`src/rtl/pipeline_hazard_ctrl_pkg.sv`:
```
// Shared definitions for the MIPS pipeline hazard sequencer.
// Contents: instruction opcodes, FSM state encoding, register address width,
//           the scoreboard entry type and its source-compare helper.
package pipeline_hazard_ctrl_pkg;

    localparam int REG_AW = 5;

    // Primary opcodes (IR[31:26]) of the supported instruction subset.
    localparam logic [5:0] OP_R    = 6'd0;
    localparam logic [5:0] OP_ADDI = 6'd8;
    localparam logic [5:0] OP_LW   = 6'd35;
    localparam logic [5:0] OP_SW   = 6'd43;
    localparam logic [5:0] OP_BEQ  = 6'd4;
    localparam logic [5:0] OP_J    = 6'd2;

    typedef enum logic [1:0] {
        ST_RUN      = 2'd0,
        ST_HAZARD   = 2'd1,
        ST_REDIRECT = 2'd2
    } state_t;

    // One in-flight register writer.
    typedef struct packed {
        logic              v;
        logic [REG_AW-1:0] rd;
    } sb_entry_t;

    // True when a valid in-flight writer targets a source the ID instruction reads.
    // $0 is hardwired to zero, so it never creates a dependency.
    function automatic logic src_match(
        input sb_entry_t         e,
        input logic              use_src,
        input logic [REG_AW-1:0] src
    );
        return e.v & use_src & (e.rd == src) & (src != '0);
    endfunction

endpackage

```
`src/rtl/pipeline_hazard_ctrl_scoreboard.sv`:
```
// hazard_scoreboard: shift register of in-flight writers (EX, MEM, WB) plus the
// RAW compare against the ID-stage sources.
// Ports: clk/rst, ID source fields in, write request (wr_en/wr_rd) in, hazard out.
module hazard_scoreboard
    import pipeline_hazard_ctrl_pkg::*;
#(
    parameter int DEPTH = 3
) (
    input  logic              clk,
    input  logic              rst,
    input  logic              id_valid,
    input  logic [REG_AW-1:0] id_rs,
    input  logic [REG_AW-1:0] id_rt,
    input  logic              id_use_rs,
    input  logic              id_use_rt,
    input  logic              wr_en,
    input  logic [REG_AW-1:0] wr_rd,
    output logic              hazard
);

    sb_entry_t sb [DEPTH];

    // The shift runs every cycle, including stall cycles: this is what lets a
    // stall drain on its own within DEPTH cycles.
    always_ff @(posedge clk) begin
        if (rst) begin
            for (int i = 0; i < DEPTH; i++) begin
                sb[i] <= '0;
            end
        end else begin
            sb[0] <= '{v: wr_en, rd: wr_rd};
            for (int i = 1; i < DEPTH; i++) begin
                sb[i] <= sb[i-1];
            end
        end
    end

    // The WB entry is still compared: the register file returns the old value
    // when a write and a read hit the same edge.
    logic hit;
    always_comb begin
        hit = 1'b0;
        for (int i = 0; i < DEPTH; i++) begin
            hit = hit | src_match(sb[i], id_use_rs, id_rs)
                      | src_match(sb[i], id_use_rt, id_rt);
        end
        hazard = id_valid & hit;
    end

endmodule

```
`src/rtl/pipeline_hazard_ctrl.sv`:
```
// pipeline_hazard_ctrl: stall/flush sequencer for a 5-stage MIPS pipeline without
// forwarding. Stalls PC and IF/ID on a pending source, bubbles ID/EX, flushes on redirect.
// Ports: clk, rst (sync, active high), ID-stage decode fields, ex_redirect in;
//        pc_write, ifid_write, ifid_flush, idex_bubble, stall_cnt, flush_cnt out.
module pipeline_hazard_ctrl
    import pipeline_hazard_ctrl_pkg::*;
#(
    parameter int DEPTH          = 3,
    parameter int REDIRECT_SLOTS = 1,   // legal range 1..4
    parameter int CNT_W          = 16
) (
    input  logic              clk,
    input  logic              rst,
    input  logic              id_valid,
    input  logic [REG_AW-1:0] id_rs,
    input  logic [REG_AW-1:0] id_rt,
    input  logic              id_use_rs,
    input  logic              id_use_rt,
    input  logic [REG_AW-1:0] id_rd,
    input  logic              id_regwrite,
    input  logic              ex_redirect,
    output logic              pc_write,
    output logic              ifid_write,
    output logic              ifid_flush,
    output logic              idex_bubble,
    output logic [CNT_W-1:0]  stall_cnt,
    output logic [CNT_W-1:0]  flush_cnt
);

    localparam int             RC_W       = 3;
    localparam logic [RC_W-1:0] RC_LOAD   = RC_W'(REDIRECT_SLOTS - 1);
    localparam logic           MULTI_SLOT = (REDIRECT_SLOTS > 1);

    state_t          state, state_nxt;
    logic [RC_W-1:0] rc, rc_nxt;

    logic hazard;
    logic redirect_active;   // this cycle is a flush cycle
    logic redirect_accept;   // ex_redirect taken (not while already redirecting)
    logic stall_cycle;       // hazard stall that is not overridden by a flush
    logic issue;
    logic wr_en;

    assign issue = id_valid & ~hazard & ~redirect_active;
    assign wr_en = issue & id_regwrite & (id_rd != '0);

    hazard_scoreboard #(
        .DEPTH (DEPTH)
    ) u_sb (
        .clk       (clk),
        .rst       (rst),
        .id_valid  (id_valid),
        .id_rs     (id_rs),
        .id_rt     (id_rt),
        .id_use_rs (id_use_rs),
        .id_use_rt (id_use_rt),
        .wr_en     (wr_en),
        .wr_rd     (id_rd),
        .hazard    (hazard)
    );

    always_ff @(posedge clk) begin
        if (rst) begin
            state     <= ST_RUN;
            rc        <= '0;
            stall_cnt <= '0;
            flush_cnt <= '0;
        end else begin
            state <= state_nxt;
            rc    <= rc_nxt;
            if (stall_cycle && (stall_cnt != '1)) begin
                stall_cnt <= stall_cnt + 1'b1;
            end
            if (redirect_accept && (flush_cnt != '1)) begin
                flush_cnt <= flush_cnt + 1'b1;
            end
        end
    end

    always_comb begin
        state_nxt       = state;
        rc_nxt          = rc;
        pc_write        = 1'b1;
        ifid_write      = 1'b1;
        ifid_flush      = 1'b0;
        idex_bubble     = 1'b0;
        redirect_active = 1'b0;
        redirect_accept = 1'b0;
        stall_cycle     = 1'b0;

        case (state)
            ST_REDIRECT: begin
                // A bubble in EX cannot redirect, so ex_redirect is ignored here.
                redirect_active = 1'b1;
                ifid_flush      = 1'b1;
                idex_bubble     = 1'b1;
                rc_nxt          = rc - 1'b1;
                if (rc <= 1) begin
                    state_nxt = ST_RUN;
                end
            end
            default: begin
                if (ex_redirect) begin
                    // Redirect wins over a stall: the stalled instruction is wrong-path.
                    redirect_accept = 1'b1;
                    redirect_active = 1'b1;
                    ifid_flush      = 1'b1;
                    idex_bubble     = 1'b1;
                    rc_nxt          = RC_LOAD;
                    state_nxt       = MULTI_SLOT ? ST_REDIRECT : ST_RUN;
                end else if (hazard) begin
                    stall_cycle = 1'b1;
                    pc_write    = 1'b0;
                    ifid_write  = 1'b0;
                    idex_bubble = 1'b1;
                    state_nxt   = ST_HAZARD;
                end else begin
                    state_nxt = ST_RUN;
                end
            end
        endcase

        // Hold the front end and keep NOPs flowing while reset is asserted.
        if (rst) begin
            pc_write    = 1'b0;
            ifid_write  = 1'b0;
            ifid_flush  = 1'b1;
            idex_bubble = 1'b1;
        end
    end

endmodule
```
`config.mk`:
```
export PLATFORM = sky130hd
export DESIGN_NAME = pipeline_hazard_ctrl
export DESIGN_NICKNAME = d
export VERILOG_FILES = /design/src/rtl/pipeline_hazard_ctrl_pkg.sv /design/src/rtl/pipeline_hazard_ctrl_scoreboard.sv /design/src/rtl/pipeline_hazard_ctrl.sv
export SDC_FILE = /design/constraint.sdc
export NUM_CORES = 1
export LEC_CHECK = 0
export CORE_MARGIN = 2
export CORE_UTILIZATION = 49
export CTS_CLUSTER_DIAMETER = 200
export DETAILED_ROUTE_END_ITERATION = 10
export PLACE_DENSITY = 0.79
export SLEW_MARGIN = 20
export SYNTH_ARGS = -nofsm -noshare
export SYNTH_HDL_FRONTEND = slang
export SYNTH_SLANG_ARGS = --single-unit
```
`constraint.sdc`:
```
create_clock -name clk -period 4.24 [get_ports clk]
set_input_delay 1.272 -clock clk [delete_from_list [all_inputs] [get_ports clk]]
set_output_delay 1.272 -clock clk [all_outputs]
set_load 0.005 [all_outputs]
```
==> results.cfg, run 1 <==
[floorplan]
io_pins = 58
dieArea_sq_um = 5573
core_area_sq_um = 4755
die_w_um = 74.66
die_y_um = 74.66
rows = 25
initial_core_util = 0.5145

[logic_synthesis]
synth_nets = 300
synth_ff_type = dfxtp_1
yosys.area.top_type = dfxtp_1
synth-edff-count = 0
syn-instance-count = 276
synth_cell_type_count = 36
ys_top_cells_by_area = dfxtp_1, xor2_1, nand3_1, nor2b_1, xnor2_1
synth_warnings = 0
mappedNetlistArea_sq_um = 2446
avgSynthCellArea_sq_um = 8.863
synth_seq_cells = 50
synth_top_area_frac = 0.4092
postSynth.asyncResetShare = 0
ys_seq_area_frac = 0.4092

[routing]
first_iter_violations = 128
postRouteAntennaNets = 0
drt_wl_total_um = 6136
drc = 0
via_count = 2203
wl_per_cell_um = 14.93
drt-pass1-iter-count = 4
via_per_inst = 5.360

[min_path]
min_to = flush_cnt[1]
min_from = flush_cnt[1]
holdPathStages = 2
min_path_type = flop to flop

[clocking]
clkTransAtPathRegs_ns = 0.09
htree_levels = 2
cts_sinks = 50
ctsLongestPathBuffers = 2
insertion_delay_ns = 0.31
ctsRootBufferMaster = clkbuf_8
cts_inserted_buffers = 5
cts_tree = yes

[critical_path]
start_kind = primary input
cp.required_ns = 2.97
r2r_end = stall_cnt[15]
r2r_start = u_sb.sb[0][1]
worstSetupPathType = primary input to output pin
cp.arrival_ns = 2.86
crit_path_end_kind = output pin
reg2reg_slack_ns = 1.71
worstRegToRegCells = 9
cp_max_fo = 2

[sta]
finalCritPeriodShare = 0.9751
maxSlewViolCount = 0
finalSetupViolCount = 0
fmax_mhz = 241.9
finalHoldViolations = 0
layout_setup_ws_ns = 0.1055
fin_skew_ns = 0.01306
rsz0062_at_grt = false
period_needed_ns = 4.134
tightest_slew_ns = 0.5068
relSlewSlack = 0.6621

[final_layout]
layout_commonest_cell = dfxtp_1
areaGrowthSynthToFinish_pct = 33.55
layout_common_cells = dfxtp_1, clkdlybuf4s50_1, xor2_1
diodes = 0
drive_above_1_share = 0.1483
nNetsFinal = 367
n_fill_cell = 399
instances_no_fill = 411

[placement]
place_ws_ns = -0.6406
gp_congestion = 0.9378
placedCellCount = 396
io_buffers = 57
hpwl_um = 4224

[power]
power.switching_w = 0.0002214
power_density_nw_per_um2 = 268.9
clkPwrFrac = 0.343
ir_drop_uv = 264.4
p_leak_nw = 1.186
total_power_w = 0.0008783
switching_share = 0.2521
p_int_w = 0.0006569
comb_power_share = 0.103
power_frac_seq = 0.554

[global_route]
grt_first_pass_wirelength_um = 9694
gr-total-overflow = 0
grt_max_degree = 29
grt_use_total = 0.2228
grt_antenna_before_repair = 0
grt_pass1_vias = 2194

[outcome]
outcome = complete, no violations

[flow_run]
max_cap_viol_count = 0
## worst max-delay path, stage by stage
cell and delay [ns]:
dlygate4sd2_1 0.27, or4_4 0.56, o21ai_4 0.19, a31oi_4 0.06, o21ai_2 0.21, buf_4 0.15, nand2_1 0.05, clkbuf_2 0.11
## worst max path at each step
stage / start / endpoint / cells after the start
floorplan: id_rt[0] / pc_write / 9
global placement: id_rs[1] / ifid_write / 8
detailed placement: id_rs[1] / pc_write / 8
CTS: id_rs[0] / idex_bubble / 8
global route: id_rs[0] / idex_bubble / 8
finish: id_rs[0] / idex_bubble / 8
## flip-flops by register name, indices dropped and copies added (netlist names)
signal and cells:
stall_cnt 16, flush_cnt 16, u_sb.sb 18
## what timing repair did
item	in CTS	in global routing
cloned	0	0
setup endpoints to repair	3	3
setup buffers	5	3
pin swaps	10	15
hold buffers	0	0
gates resized for setup	32	22
## power by group through the flow
stage | Combinational [W] | Clock [W] | Sequential (W)
3_3_place_gp | 0.0000853 | 0 | 0.000497
2_1_floorplan | 0.0000423 | 0 | 0.000495
4_1_cts | 0.0000875 | 0.000305 | 0.000486
5_1_grt | 0.0000988 | 0.000322 | 0.000488
6_report | 0.0000906 | 0.000301 | 0.000487
3_5_place_dp | 0.0000866 | 0 | 0.000497
## layer usage
layer  track usage  up-vias  part of all wire  routed length, um
li1              -     1109                 -                  -
met1        0.2698     1026              0.43               2634
met2        0.3953       64              0.51               3154
met3       0.05087        4             0.051                313
met4       0.06548        0            0.0055                 34
met5             0        -                 0                  0
## cell type report
type / count / area [sq um] / area share
timing repair buffer: 72 / 628.1 / 0.1923
tap: 67 / 83.83 / 0.02566
clock inverter: 2 / 16.27 / 0.004979
sequential: 50 / 1001 / 0.3064
inverter: 4 / 15.01 / 0.004596
clock buffer: 6 / 82.58 / 0.02528
multi-input combinational: 210 / 1440 / 0.4408
## through the flow
step	setup TNS (ns)	hold slack, ns	area (sq um)	util
6_report	0	0.5055	3267	0.6871
5_1_grt	0	0.5250	3267	0.6871
4_1_cts	0	0.4973	3244	0.6824
3_5_place_dp	-1.830	0.4809	3095	0.6511
3_3_place_gp	-1.630	0.4777	3095	0.6511
2_1_floorplan	0	0.4594	2446	-
## synthesized netlist by cell type, types with 2 or more instances
master     n
clkbuf_1   4
buf_1      3
nor4_1     6
nand4_1    3
o21ai_0    2
xnor2_1   13
nand3_1   27
nor2_1    26
mux2_2     4
or3_1      2
or4_1     12
inv_1      4
and3_1    11
ha_1       2
dfxtp_1   50
xor2_1    31
nand2_1    6
nor2b_1   21
o21ai_1    2
o31ai_1   10
buf_2      3
nor3_1     7
a21oi_1   14
## cell families after synthesis
family                     after synthesis  synth area share
muxes                                    4           0.01841
buffers and inverters                   16           0.03069
DFF                                     50            0.4092
adders and majority gates                2           0.01023
and+or+nand+nor                        125            0.2808
xor gates and xnor gates                44            0.1575
AOI/OAI and AO/OA                       35           0.09310
No activity file was read; power rests on OpenSTA's default activity.
==> run 2, diff against run 1 <==
CORE_UTILIZATION = 30   (was 49)
DONT_BUFFER_PORTS = 1   (was unset)
PLACE_DENSITY = unset   (was 0.79)
==> run 2 against run 1 <==
  * Wire length is 9.5% lower
  * Critical endpoint is now ifid_write
  * Count of clock-buffer cells in the layout stayed put
  * Via count is 11% lower
  * Utilization is 35 points lower
==> results.cfg, run 2 (synthesis results as in run 1) <==
[routing]
wl_per_cell_um = 14.82
drt-pass1-iter-count = 4
drc = 0
first_iter_violations = 77
drt_wl_total_um = 5556
postRouteAntennaNets = 0
via_count = 1964
via_per_inst = 5.237

[floorplan]
core_area_sq_um = 7807
initial_core_util = 0.3133
rows = 32
die_y_um = 94.30
dieArea_sq_um = 8892
io_pins = 58
die_w_um = 94.30

[power]
ir_drop_uv = 165.4
power_density_nw_per_um2 = 303.1
p_leak_nw = 0.8877

[final_layout]
layout_commonest_cell = dfxtp_1
regMostFlops = u_sb.sb
largest_register_ffs = 18
areaGrowthSynthToFinish_pct = 6.650
drive_above_1_share = 0.05861
nNetsFinal = 297
design_area_sq_um = 2609
n_fill_cell = 820
diodes = 0
layout_common_cells = dfxtp_1, xor2_1, nand3_1
largestRegisters = u_sb.sb: 18 flops, flush_cnt: 16 flops, stall_cnt: 16 flops

[min_path]
holdPathStages = 1
min_path_type = flop to flop

[critical_path]
r2r_end = stall_cnt[15]
cp.required_ns = 2.97
cp.arrival_ns = 2.66
worstRegToRegCells = 7
crit_path_end_kind = output pin
slowest_stage = or4_1
crit_path_end = ifid_write
r2r_start = stall_cnt[0]
worstPathCellList = or4_1 -> o21ai_0 -> a31oi_2 -> o21ai_2 -> nor2_1 -> nor2_1
cp_max_fo = 5
reg2reg_slack_ns = 1.77
worstSetupPathType = primary input to output pin
path_common_cell = nor2_1
start_kind = primary input
startpoint = id_rt[0]
critical-path-max-stage-delay_ns = 0.50

[sta]
tightest_slew_ns = 0.5014
fmax_mhz = 254.5
period_needed_ns = 3.930
tns_ns = 0
finalHoldViolations = 0
finalCritPeriodShare = 0.9268
fin_skew_ns = 0.01158
rsz0062_at_grt = false
maxSlewViolCount = 0
relSlewSlack = 0.6658
finalSetupViolCount = 0

[global_route]
grt_max_degree = 56
grt_pass1_vias = 1804
grt_use_total = 0.1279
grt_antenna_before_repair = 0
grt_first_pass_wirelength_um = 9059
gr-total-overflow = 0

[clocking]
postCtsHoldBufs = 0
ctsLongestPathBuffers = 2
cts_sinks = 50
cts_tree = yes
htree_levels = 2
clkTransAtPathRegs_ns = 0.09
post-cts-setup-buffer-count = 0
insertion_delay_ns = 0.30
post_cts_resized = 0
cts_inserted_buffers = 5
ctsRootBufferMaster = clkbuf_8

[placement]
gp_congestion = 0.8562
hpwl_um = 4064
dpl_cell_area_sq_um = 2529
io_buffers = 0

[outcome]
outcome = complete, no violations

[flow_run]
max_cap_viol_count = 0
run 2: routing by layer:
metal / up-vias / share of wire / global-route usage
met4: 0 / 0.013 / 0.04106
met1: 927 / 0.44 / 0.1590
met5: - / 0 / 0
met3: 6 / 0.075 / 0.04414
li1: 972 / - / -
met2: 59 / 0.47 / 0.2071
run 2: worst min-delay path by stage:
stage,from,endpoint,slack (ns)
6_report,u_sb.sb[0][11],u_sb.sb[0][17],0.49
2_1_floorplan,u_sb.sb[0][5],u_sb.sb[0][11],0.46
4_1_cts,u_sb.sb[0][11],u_sb.sb[0][17],0.49
3_3_place_gp,u_sb.sb[0][11],u_sb.sb[0][17],0.48
3_5_place_dp,u_sb.sb[0][11],u_sb.sb[0][17],0.48
5_1_grt,u_sb.sb[0][5],u_sb.sb[0][11],0.51
run 2: where the power goes:
part           switching, W  total [W]  leakage, nW  internal, W
clock              0.000148   0.000262       0.0373     0.000113
sequential       0.00000998   0.000487        0.406     0.000477
combinational     0.0000201  0.0000414        0.445    0.0000212
total              0.000178   0.000791        0.888     0.000612
run 2: cell type report:
| type | count | area [sq um] | share of cell area |
|---|---|---|---|
| clock buffers | 6 | 72.57 | 0.02782 |
| clock inverters | 1 | 7.507 | 0.002878 |
| repair buffers | 2 | 15.01 | 0.005755 |
| flip-flops and latches | 50 | 1001 | 0.3837 |
| well taps | 102 | 127.6 | 0.04892 |
| multi-input cells | 210 | 1370 | 0.5252 |
| inverters | 4 | 15.01 | 0.005755 |
run 2: critical path: cells and delay by family:
kind	cells	cell delay, ns
AO/OA/AOI/OAI	3	0.60
AND/OR/NAND/NOR	3	0.79
run 2: stage by stage:
stage	hold slack, ns	worst slack, ns	instances	total power (W)	utilization
2_1_floorplan	0.4594	0.06382	276	0.0005375	-
3_3_place_gp	0.4765	0.3096	368	0.0005390	0.3239
3_5_place_dp	0.4751	0.2680	368	0.0005395	0.3239
4_1_cts	0.4895	0.2701	375	0.0008052	0.3341
5_1_grt	0.5077	0.1659	375	0.0008252	0.3341
6_report	0.4876	0.3105	375	0.0007906	0.3341
